<file path="src/rtl/spawn_rng_if.sv">
// Spawn request/acknowledge bundle between object slots and spawn_rng.
// master: object controllers raising req; slave: spawn_rng serving them.
interface spawn_rng_if #(
    parameter int NUM_CH  = 4,
    parameter int WIDTH   = 10,
    parameter int SPEED_W = 4
);
    logic [NUM_CH-1:0]  req;
    logic [NUM_CH-1:0]  ack;
    logic [WIDTH-1:0]   obj_x;
    logic [SPEED_W-1:0] x_speed;
    logic [SPEED_W-1:0] y_speed;

    modport master (output req, input ack, obj_x, x_speed, y_speed);
    modport slave  (input req, output ack, obj_x, x_speed, y_speed);
endinterface

</file>
<file path="src/rtl/spawn_rng.sv">
// Multi-channel LFSR spawn generator: round-robin grant, range-limited X position and speeds.
// Optional SPAWN_RNG_SEED_LOAD_EN adds seed_load/seed_data to reseed the LFSR at run time.
//
// state  | meaning
// IDLE   | waiting for any req; latches the round-robin winner
// SAMPLE | rejection-sampling the LFSR for a position below X_MAX
// DONE   | one-cycle ack to the latched channel, results valid
module spawn_rng #(
    parameter int               WIDTH     = 10,
    parameter logic [WIDTH-1:0] TAPS      = 10'h240,
    parameter logic [WIDTH-1:0] SEED      = 10'h3FF,
    parameter int               NUM_CH    = 4,
    parameter int               X_MAX     = 640,
    parameter int               SPEED_W   = 4,
    parameter int               MAX_TRIES = 4
) (
    input  logic             Clk,
    input  logic             Reset_n,
    spawn_rng_if.slave       bus,
    output logic [WIDTH-1:0] rng_state
`ifdef SPAWN_RNG_SEED_LOAD_EN
    ,
    input  logic             seed_load,
    input  logic [WIDTH-1:0] seed_data
`endif
);
    localparam int CH_W  = (NUM_CH > 1) ? $clog2(NUM_CH) : 1;
    localparam int TRY_W = (MAX_TRIES > 1) ? $clog2(MAX_TRIES + 1) : 1;
    localparam logic [WIDTH-1:0] XMAX_W   = WIDTH'(X_MAX);
    localparam logic [TRY_W-1:0] TRY_LAST = TRY_W'(MAX_TRIES - 1);

    typedef enum logic [1:0] {IDLE, SAMPLE, DONE} state_t;

    state_t             state_q, state_d;
    logic [TRY_W-1:0]   tries_q, tries_d;
    logic [CH_W-1:0]    rr_q, rr_d, ch_q, ch_d;
    logic [WIDTH-1:0]   obj_x_q, obj_x_d;
    logic [SPEED_W-1:0] x_q, x_d, y_q, y_d;
    logic [WIDTH-1:0]   lfsr;
    logic [CH_W-1:0]    pick, idx_c;
    logic               found;
    int                 idx;
    logic [SPEED_W-1:0] s_y;

    always_ff @(posedge Clk) begin
        if (!Reset_n)
            lfsr <= SEED;
`ifdef SPAWN_RNG_SEED_LOAD_EN
        else if (seed_load)
            lfsr <= (seed_data == '0) ? SEED : seed_data;
`endif
        else
            lfsr <= {lfsr[WIDTH-2:0], ^(lfsr & TAPS)};
    end

    assign rng_state = lfsr;

    // First requesting channel at or after rr, wrapping around.
    always_comb begin
        pick  = '0;
        found = 1'b0;
        idx   = 0;
        idx_c = '0;
        for (int i = 0; i < NUM_CH; i++) begin
            idx   = (int'(rr_q) + i) % NUM_CH;
            idx_c = CH_W'(idx);
            if (!found && bus.req[idx_c]) begin
                pick  = idx_c;
                found = 1'b1;
            end
        end
    end

    always_ff @(posedge Clk) begin
        if (!Reset_n) begin
            state_q <= IDLE;
            tries_q <= '0;
            rr_q    <= '0;
            ch_q    <= '0;
            obj_x_q <= '0;
            x_q     <= '0;
            y_q     <= SPEED_W'(1);
        end else begin
            state_q <= state_d;
            tries_q <= tries_d;
            rr_q    <= rr_d;
            ch_q    <= ch_d;
            obj_x_q <= obj_x_d;
            x_q     <= x_d;
            y_q     <= y_d;
        end
    end

    assign s_y = lfsr[SPEED_W-1:0];

    always_comb begin
        state_d = state_q;
        tries_d = tries_q;
        rr_d    = rr_q;
        ch_d    = ch_q;
        obj_x_d = obj_x_q;
        x_d     = x_q;
        y_d     = y_q;
        case (state_q)
            IDLE: begin
                if (|bus.req) begin
                    ch_d    = pick;
                    tries_d = '0;
                    state_d = SAMPLE;
                end
            end
            SAMPLE: begin
                if (lfsr < XMAX_W || tries_q == TRY_LAST) begin
                    // Fallback subtraction stays in range because X_MAX >= 2^(WIDTH-1).
                    obj_x_d = (lfsr < XMAX_W) ? lfsr : lfsr - XMAX_W;
                    x_d     = lfsr[2*SPEED_W-1:SPEED_W];
                    y_d     = (s_y == '0) ? SPEED_W'(1) : s_y;
                    state_d = DONE;
                end else begin
                    tries_d = tries_q + TRY_W'(1);
                end
            end
            DONE: begin
                rr_d    = (ch_q == CH_W'(NUM_CH - 1)) ? '0 : ch_q + CH_W'(1);
                state_d = IDLE;
            end
            default: state_d = IDLE;
        endcase
    end

    assign bus.ack     = (state_q == DONE) ? (NUM_CH'(1) << ch_q) : '0;
    assign bus.obj_x   = obj_x_q;
    assign bus.x_speed = x_q;
    assign bus.y_speed = y_q;
endmodule

</file>
<file path="src/flat_wrapper.sv">
// flat-port wrapper written by rule: the top's interface ports become plain ports
module spawn_rng_flat 
#(
    parameter int               WIDTH     = 10,
    parameter logic [WIDTH-1:0] TAPS      = 10'h240,
    parameter logic [WIDTH-1:0] SEED      = 10'h3FF,
    parameter int               NUM_CH    = 4,
    parameter int               X_MAX     = 640,
    parameter int               SPEED_W   = 4,
    parameter int               MAX_TRIES = 4
)
  (Clk, Reset_n, rng_state, bus_req, bus_ack, bus_obj_x, bus_x_speed, bus_y_speed);
  spawn_rng_if #(.NUM_CH(NUM_CH), .WIDTH(WIDTH), .SPEED_W(SPEED_W)) bus_i ();
  input  logic Clk;
  input  logic Reset_n;
  output logic [WIDTH-1:0] rng_state;
  input wire logic [$bits(bus_i.req)-1:0] bus_req;
  output wire logic [$bits(bus_i.ack)-1:0] bus_ack;
  output wire logic [$bits(bus_i.obj_x)-1:0] bus_obj_x;
  output wire logic [$bits(bus_i.x_speed)-1:0] bus_x_speed;
  output wire logic [$bits(bus_i.y_speed)-1:0] bus_y_speed;
  assign bus_i.req = bus_req;
  assign bus_ack = bus_i.ack;
  assign bus_obj_x = bus_i.obj_x;
  assign bus_x_speed = bus_i.x_speed;
  assign bus_y_speed = bus_i.y_speed;
  spawn_rng #(.WIDTH(WIDTH), .TAPS(TAPS), .SEED(SEED), .NUM_CH(NUM_CH), .X_MAX(X_MAX), .SPEED_W(SPEED_W), .MAX_TRIES(MAX_TRIES)) u_core (.Clk(Clk), .Reset_n(Reset_n), .bus(bus_i), .rng_state(rng_state));
endmodule
</file>
<file path="config.mk">
export PLATFORM = sky130hd
export DESIGN_NAME = spawn_rng_flat
export DESIGN_NICKNAME = d
export VERILOG_FILES = /design/src/rtl/spawn_rng_if.sv /design/src/rtl/spawn_rng.sv /design/src/flat_wrapper.sv
export SDC_FILE = /design/constraint.sdc
export NUM_CORES = 1
export LEC_CHECK = 0
export ABC_AREA = 0
export CORE_MARGIN = 2
export CORE_UTILIZATION = 41
export CTS_BUF_LIST = sky130_fd_sc_hd__clkbuf_4 sky130_fd_sc_hd__clkbuf_8
export CTS_CLUSTER_DIAMETER = 200
export DETAILED_ROUTE_END_ITERATION = 16
export GPL_TIMING_DRIVEN = 0
export HOLD_SLACK_MARGIN = 0.06
export PLACE_DENSITY = 0.79
export SYNTH_ARGS = -nofsm -noshare
export SYNTH_HDL_FRONTEND = slang
export SYNTH_SLANG_ARGS = --single-unit
</file>
<file path="constraint.sdc">
create_clock -name Clk -period 3 [get_ports Clk]
set_clock_uncertainty 0.2 [all_clocks]
set_input_delay 0.45 -clock Clk [delete_from_list [all_inputs] [get_ports Clk]]
set_output_delay 0.45 -clock Clk [all_outputs]
set_load 0.02 [all_outputs]
</file>
==> results of run 1 <==
state kept, by name, indices dropped and copies added, names as in the netlist:
register and count:
u_core.bus.obj_x 7, u_core.bus.x_speed 4, u_core.bus.y_speed 4, u_core.ch_q 2, u_core.rng_state 10, u_core.rr_q 2, u_core.state_q 2, u_core.tries_q 3
critical path, cell delays in order, from the launching register on:
cell and delay, ns:
dfxtp_1 0.36, nor2b_1 0.40, and2_1 0.19, clkdlybuf4s50_1 0.60
power by group through the flow:
| stage | Sequential [uW] | Clock [uW] | Combinational [uW] |
|---|---|---|---|
| 2_1_floorplan | 481 | 0 | 36.7 |
| 3_3_place_gp | 478 | 0 | 65.5 |
| 3_5_place_dp | 478 | 0 | 66.7 |
| 4_1_cts | 468 | 239 | 66.8 |
| 5_1_grt | 470 | 258 | 73.6 |
| 6_report | 468 | 233 | 66.1 |
routing by layer:
layer  routed length (um)  up-vias
li1                     -      618
met1                 1360      527
met2                 1330       26
met3                  135        5
met4                   46        0
met5                    0        -
cells in the final DEF, fill, tap and decap left out, drive strengths merged:
cell	count
a21bo	1
a21boi	1
a21oi	19
a31o	3
and2	4
and2b	2
buf	8
clkbuf	7
clkdlybuf4s50	37
clkinv	2
dfxtp	34
ha	7
inv	7
mux2i	2
nand2	31
nand2b	8
nand3	1
nand3b	1
nor2	11
nor2b	2
nor3	5
nor4	1
o211ai	2
o21a	1
o21ai	3
o22ai	2
o32ai	1
or2	1
xnor2	1
logic make-up after synthesis:
logic type,count (synthesis),share of synthesized area [%]
DFF,34,47.3
adders and majority gates,7,6.08
AOI/OAI and AO/OA,33,14.6
and+or+nand+nor,67,22.9
buffers and inverters,17,7.21
muxes,2,1.39
xor gates and xnor gates,1,0.608
Yosys cell counts:
cell and instances:
nor4_1 1, a21bo_1 1, nand3b_1 1, nor2b_1 1, nand2b_1 8, buf_12 1, xnor2_1 1, mux2i_1 2
a31o_2 3, o211ai_1 1, clkbuf_1 2, buf_6 1, nand2_1 31, and2_1 4, o211ai_2 1, and2b_2 1
ha_1 7, o21ai_2 1, nor2b_4 1, a21oi_1 19, a21boi_2 1, or2_4 1, buf_2 1, o21a_1 1
nor3_1 4, and2b_4 1, nand3_1 1, o21ai_0 2, buf_4 4, dfxtp_1 34, o32ai_1 1, o22ai_1 2
buf_1 1, nor2_1 11, nor3_2 1, inv_1 7
per-stage QoR:
| stage | hold WS, ns | cell area [um^2] | util, % |
|---|---|---|---|
| floorplan | 0.260 | 1440 | - |
| global placement | 0.239 | 1870 | 55.5 |
| detailed placement | 0.246 | 1870 | 55.5 |
| CTS | 0.258 | 1920 | 57.0 |
| global route | 0.281 | 1920 | 57.0 |
| finish | 0.255 | 1920 | 57.0 |
layout make-up:
class | instances | area (um^2) | share of cell area (%)
buffer | 10 | 77.6 | 4.05
inverter | 7 | 26.3 | 1.37
timing repair buffer | 37 | 370 | 19.3
clock inverter | 2 | 10.0 | 0.523
sequential | 34 | 681 | 35.5
clock buffer | 5 | 37.5 | 1.96
multi-input combinational | 110 | 656 | 34.2
tap | 46 | 57.6 | 3.00
how the worst min path moves through the flow:
stage	from	endpoint	depth (start not counted)
2_1_floorplan	u_core.tries_q[2]	u_core.tries_q[2]	1
3_3_place_gp	u_core.bus.obj_x[8]	u_core.bus.obj_x[8]	2
3_5_place_dp	u_core.bus.obj_x[3]	u_core.bus.obj_x[3]	2
4_1_cts	u_core.bus.obj_x[9]	u_core.bus.obj_x[9]	2
5_1_grt	u_core.bus.obj_x[3]	u_core.bus.obj_x[3]	2
6_report	u_core.bus.obj_x[9]	u_core.bus.obj_x[9]	2
==> flow_metrics.tcl, run 1 <==
set metrics [dict create \
    status "completed" \
    routedWlPerCell_um 11.4 \
    nets 218 \
    yosysTopAreaCell "dfxtp_1" \
    cts.sinks 34 \
    io_pins 38 \
    grt_pass1_wl_mm 4.89 \
    clock.fmax_ghz 0.395 \
    dp_hpwl_mm 2.15 \
    required_ns 2.35 \
    ys_seq_area_share_pct 47.3 \
    setup_violations 0 \
    htreeDepth 2 \
    irDropWorstVdd_v 0.000320 \
    power_frac_clock_pct 30.4 \
    start_util_pct 42.8 \
    fin_crit_sh_pct 84.4 \
    drt_iter0_drc 53 \
    post_cts_resize_count 0 \
    power.total_uw 767 \
    worstMarginPinSlew_ns 0.519 \
    antenna_cells 0 \
    cts_tree "yes" \
    crit_path_max_fanout 7 \
    fin_cells 251 \
    crit_end "bus_ack[3]" \
    finalHoldViolCount 0 \
    dpl.cell_count 244 \
    num_vias 1176 \
    cap_violations 0 \
    grt_max_degree 11 \
    netlist_area_um2 1440 \
    arrival_ns 1.88 \
    power_density_nw_per_um2 400 \
    swShare_pct 25.0 \
    critical_path_class "reg -> out" \
    leakagePower_uw 0.000740 \
    core_um2 3360 \
    gr-usage-all-layers_pct 15.4 \
    yosys-top-cells-area "dfxtp_1 47%, nand2_1 8.1%, a21oi_1 6.6%" \
    final.setup.worst_slack_ns 0.468 \
    cts.clk_slew.worst_paths_ns 0.10 \
    row_count 21 \
    io_buffers 37 \
    top_usage_layer "met2" \
    worstSkewPairLatency_ns 0.33 \
    ys_ff_latch 34 \
    r2r_cells 6 \
    antenna_found_initial 0 \
    critPathLaunchType "flip-flop" \
    hold_class "reg -> reg" \
    antenna_left 0 \
    p_int_uw 575 \
    pwr-share-comb_pct 8.6 \
    firstDrtPassIters 4 \
    rsz0062_at_grt "false" \
    power_frac_seq_pct 61.0 \
    ff2ff_setup_slack_ns 1.18 \
    use_met3_pct 4.46 \
    synth_top_area_share_pct 47.3 \
    dieArea_um2 4000 \
    gr-usage-met2_pct 26.1 \
    grt_pass1_vias 1098 \
    overflow 0 \
    yosysWarningCount 0 \
    avgViaCountPerCell 4.69 \
    fillers 339 \
    die_y_um 63.3 \
    place_congestion 0.781 \
    clock_path_buffers 2 \
    tns_ns 0 \
    syn-num-nets 174 \
    r2r-start "u_core.tries_q[0]" \
    setup.worst_path.end_class "primary output" \
    hold_buffers 0 \
    syn_avg_cell_area_um2 8.94 \
    post-cts-setup-buffer-count 0 \
    regToRegEndpoint "u_core.tries_q[2]" \
    cts-root-buf "clkbuf_4" \
    synth_cell_type_count 36 \
    crit_path_start "u_core.state_q[1]" \
    wl_mm 2.87 \
    grt_use_met1_pct 18.6 \
    p_sw_uw 192 \
    synthCells 161 \
    slew-limit-headroom_pct 65.4 \
    chipWidth_um 63.3 \
    drc 0 \
    area_growth_pct 33.0 \
    preCtsSetupSlack_ns 0.768 \
    finalCriticalPeriod_ns 2.53 \
    finalMaxSlewViolations 0 \
    drive_above_1_share_pct 12.2 \
    cts-buffers-inserted 5 \
]
No activity file was read; power rests on OpenSTA's default activity.
==> run 2, diff against run 1 <==
clock period = 2.65 ns   (was 3 ns; I/O delays follow)
==> results of run 2 <==
The final DEF is identical to that of run 1. Status: completed.
Among the figures that moved: setup slack after placement 0.768 ns -> 0.470 ns; setup slack after layout 0.468 ns -> 0.171 ns; register-to-register setup slack 1.18 ns -> 0.83 ns; total power 767 uW -> 868 uW; worst IR drop on VDD 0.000320 V -> 0.000362 V
==> run 3, diff against run 2 <==
CORE_UTILIZATION = 49   (was 41)
PLACE_DENSITY = 0.82   (was 0.79)
==> flow_metrics.tcl, run 3 (synthesis gave the netlist of run 1 again) <==
set metrics [dict create \
    status "completed" \
    arrival_ns 1.83 \
    fin_crit_sh_pct 91.4 \
    cts-buffers-inserted 5 \
    drt_iter0_drc 52 \
    largest_reg_flops 10 \
    hold_end "u_core.bus.obj_x[2]" \
    finalHoldViolCount 0 \
    dieArea_um2 3390 \
    finalMaxSlewViolations 0 \
    crit_chain "nor2b_2, and2_1, clkdlybuf4s50_1" \
    required_ns 2.05 \
    clock.fmax_ghz 0.413 \
    tns_ns 0 \
    worstSkewPairLatency_ns 0.35 \
    critical-path-top-delay-family "buffers and inverters" \
    cts-root-buf "clkbuf_4" \
    final.setup.worst_slack_ns 0.227 \
    drive_above_1_share_pct 13.1 \
    grt_pass1_vias 1160 \
    r2r_cells 6 \
    overflow 0 \
    grt_max_degree 11 \
    clock_path_buffers 2 \
    slowest_delay_ns 0.61 \
    io_pins 38 \
    critPathLaunchType "flip-flop" \
    htreeDepth 2 \
    row_count 19 \
    whs_path_depth 2 \
    leakagePower_uw 0.000747 \
    final_common_cell "clkdlybuf4s50_1" \
    area_growth_pct 33.0 \
    grt_pass1_wl_mm 5.12 \
    nets 218 \
    setup.worst_path.end_class "primary output" \
    place_congestion 0.808 \
    routedWlPerCell_um 13.2 \
    slew-limit-headroom_pct 68.7 \
    min_from "u_core.bus.obj_x[2]" \
    critPathBufInv 1 \
    cts.sinks 34 \
    cap_violations 0 \
    core_um2 2780 \
    hold_buffers 0 \
    critical_path_class "reg -> out" \
    setup_violations 0 \
    preCtsSetupSlack_ns 0.497 \
    regToRegEndpoint "u_core.tries_q[0]" \
    gr-usage-all-layers_pct 20.4 \
    num_vias 1237 \
    die_y_um 58.2 \
    start_util_pct 51.8 \
    io_buffers 37 \
    ff2ff_setup_slack_ns 0.81 \
    irDropWorstVdd_v 0.000401 \
    firstDrtPassIters 4 \
    finalCriticalPeriod_ns 2.42 \
    fin_cells 237 \
    hold_class "reg -> reg" \
    dpl.cell_count 229 \
    power.total_uw 920 \
    antenna_found_initial 0 \
    drc 0 \
    chipWidth_um 58.2 \
    avgViaCountPerCell 5.22 \
    worstMarginPinSlew_ns 0.467 \
    cts_tree "yes" \
    layout_common_cells "37 x clkdlybuf4s50_1, 34 x dfxtp_1, 31 x nand2_1, 19 x a21oi_1, 11 x nor2_1" \
    wl_mm 3.13 \
    rsz0062_at_grt "false" \
    dp_hpwl_mm 2.30 \
    antenna_left 0 \
    antenna_cells 0 \
    r2r-start "u_core.tries_q[0]" \
    cp_slowest_cell "clkdlybuf4s50_1" \
    fillers 233 \
    crit_path_max_fanout 7 \
    cts.clk_slew.worst_paths_ns 0.11 \
    power_density_nw_per_um2 480 \
]
-- run 3: cell count changes in the layout (fill, tap and decap cells not counted), sizes merged --
cell / change
clkinv: -1
clkbuf: +2
-- run 3: final cells by class --
| cell class | count | area, um^2 | share of cell area [%] |
|---|---|---|---|
| Clock inverter | 1 | 5.00 | 0.261 |
| Inverter | 7 | 26.3 | 1.37 |
| Buffer | 10 | 77.6 | 4.05 |
| Sequential cell | 34 | 681 | 35.5 |
| Multi-Input combinational cell | 110 | 658 | 34.4 |
| Tap cell | 31 | 38.8 | 2.02 |
| Clock buffer | 7 | 58.8 | 3.07 |
| Timing Repair Buffer | 37 | 370 | 19.3 |
-- run 3: power by group --
group / internal (uW) / switching, uW / leakage [uW]
Sequential: 521 / 9.29 / 0.000276
Combinational: 35.6 / 41.3 / 0.000433
Clock: 139 / 175 / 0.0000387
Total: 695 / 225 / 0.000747
-- run 3: how the worst max path moves through the flow --
stage	start	to	slack [ns]	depth (start not counted)
2_1_floorplan	u_core.tries_q[0]	u_core.tries_q[2]	0.93	6
3_3_place_gp	Reset_n	u_core.state_q[0]	0.52	5
3_5_place_dp	u_core.state_q[1]	bus_ack[1]	0.50	3
4_1_cts	u_core.state_q[1]	bus_ack[1]	0.08	3
5_1_grt	u_core.state_q[1]	bus_ack[1]	0.14	3
6_report	u_core.state_q[1]	bus_ack[1]	0.23	3
-- run 3: per-layer routing --
metal  track usage, %  routed length [um]
met1             22.4                1280
met4             8.97                  84
met3             6.70                 166
met5                0                   0
met2             35.7                1590
-- run 3: timing repair --
item                                    in CTS  in global routing
endpoints found under the setup margin       0                  1
setup buffers                                0                  0
resized for setup                            0                  1
-- run 3: metrics by stage --
stage / hold slack [ns] / cell area (um^2) / utilization (%)
after floorplan: 0.260 / 1440 / -
after global placement: 0.239 / 1850 / 66.5
after detailed placement: 0.245 / 1850 / 66.5
after CTS: 0.259 / 1910 / 68.8
after global routing: 0.285 / 1920 / 68.9
final: 0.258 / 1920 / 68.9
-- run 3: worst min-delay path, delay by kind of cell, from the launching register on --
kind            cells  cell delay (ns)
compound gates      1             0.05
simple gates        1             0.05
flops               1             0.32
==> variant, RTL diff (config.mk and constraints of run 3) <==
Reset style: asynchronous (`Reset_n`), changed in 2 clocked blocks.
--- a/src/rtl/spawn_rng.sv
+++ b/src/rtl/spawn_rng.sv
@@ -44,3 +44,3 @@
 
-    always_ff @(posedge Clk) begin
+    always_ff @(posedge Clk or negedge Reset_n) begin
         if (!Reset_n)
@@ -73,3 +73,3 @@
 
-    always_ff @(posedge Clk) begin
+    always_ff @(posedge Clk or negedge Reset_n) begin
         if (!Reset_n) begin
Check against the original RTL: differs if Reset_n is asserted again (counterexample within 4 cycles, from zero or initial values and one cycle with Reset_n low); with Reset_n held inactive, the same outputs for 10 cycles.
==> variant against run 3 <==
- setup slack better by 8.3 ps
- wire length is 8.0% lower
- sequential cell count stayed put
- sequential share of layout area is 7.6 points higher
- final area is 4.6% higher
- area after synthesis is 5.8% higher
- highest routed layer unchanged
Power is not compared: it rests on default switching activity, and its combinational part moved more than twofold at a synthesized area within 25%.
==> variant: results (changes against run 3) <==
portBuffers: 37  # unchanged
fin_nets: 170  # -22%
via_count: 998  # -19%
postCtsSetupRepairBufs: 0  # unchanged
post_synth_num_cell_types: 30  # -17%
synth.cells.most_frequent: "23 x dfrtp_1, 11 x dfstp_2, 11 x inv_1, 8 x mux2_2"
setup.reg_to_reg.worst_slack_ps: 570  # -240 ps
critical_path_peak_fanout: 6  # -1
cts_hold_buffers: 1  # +1
dp_hpwl_mm: 2.03  # -12%
nFillCells: 229  # -1.7%
timing.hold.ws_ps: 179  # -79.8 ps
grt.met3_usage_pct: 7.58  # +0.88 points
track_usage_pct: 18.6  # -1.8 points
postSynth.asyncResetShare_pct: 100  # +100 points
drt-met1-wl_mm: 1.24  # -3.2%
layout-drive-gt1-share_pct: 28.5  # +15 points
synthesized_netlist_net_count: 125  # -28%
synth.top_cells.by_area: "dfrtp_1 38%, dfstp_2 19%, mux2_4 6.9%, mux2_2 5.9%, ha_1 5.7%"
routed-wl-met3_um: 189  # +14%
global_route_wire_length_before_repair_mm: 4.80  # -6.2%
gpl.final_weighted_congestion: 0.690  # -15%
period_minus_slack_ps: 2410  # -8.27 ps
grt.met2_usage_pct: 28.1  # -7.6 points
worstHoldPathCells: 0  # -2
grt_max_degree: 35  # +24
p_sw_w: 0.000415
synth.yosys.seq_area_share_pct: 56.7  # +9.5 points
timing.max_slew.rel_slack_pct: 51.3  # -17 points
routed_wirelength_mm: 2.88  # -8.0%
globalRouteMet1Util_pct: 22.8  # +0.42 points
outcome: "complete, no violations"
clock_tree.htree_level_count: 2  # unchanged
dr.first_iter.drc_count: 22  # -58%
[variant: worst paths after layout]
check / from / endpoint
max in group asynchronous: Reset_n / u_core.bus.obj_x[8]$_DFFE_PN0P_
min in group asynchronous: Reset_n / u_core.bus.obj_x[2]$_DFFE_PN0P_
worst min-delay path: u_core.rng_state[4]$_DFF_PN1_ / u_core.rng_state[5]$_DFF_PN1_
worst min register to register: u_core.rng_state[4]$_DFF_PN1_ / u_core.rng_state[5]$_DFF_PN1_
worst max-delay path: u_core.state_q[0]$_DFFE_PN0P_ / bus_ack[0]
worst max register to register: u_core.tries_q[0]$_DFFE_PN0P_ / u_core.bus.obj_x[2]$_DFFE_PN0P_
[variant: area by class of cell]
cell class              instances  area share, %
flip-flops and latches         34           43.1
multi-input cells              63           28.7
repair buffers                 38           18.7
clock buffers                   7           2.93
plain buffers                   4           2.12
inverters                      11           2.06
well taps                      33           2.06
clock inverters                 1          0.250
[variant: cells by family after synthesis]
family | after synthesis | synth area share (%)
adder cells (fa/ha/maj) | 7 | 5.75
flip-flops | 34 | 56.7
multiplexers | 19 | 15.4
AO/OA/AOI/OAI | 16 | 7.72
AND/OR/NAND/NOR | 20 | 8.29
buffers and inverters | 15 | 5.50
XOR/XNOR | 1 | 0.575
[variant: per-stage QoR]
stage / instance area (µm²) / utilization, % / cells
2_1_floorplan: 1520 / - / 112
3_3_place_gp: 1940 / 64.5 / 182
3_5_place_dp: 1930 / 64.3 / 182
4_1_cts: 2000 / 66.8 / 191
5_1_grt: 2000 / 66.8 / 191
6_report: 2000 / 66.8 / 191
[variant: critical path, cell delays in order, from the launching register on]
cell and delay, ps:
dfrtp_1 400, nor2b_1 310, and2_1 180, clkdlybuf4s50_1 590
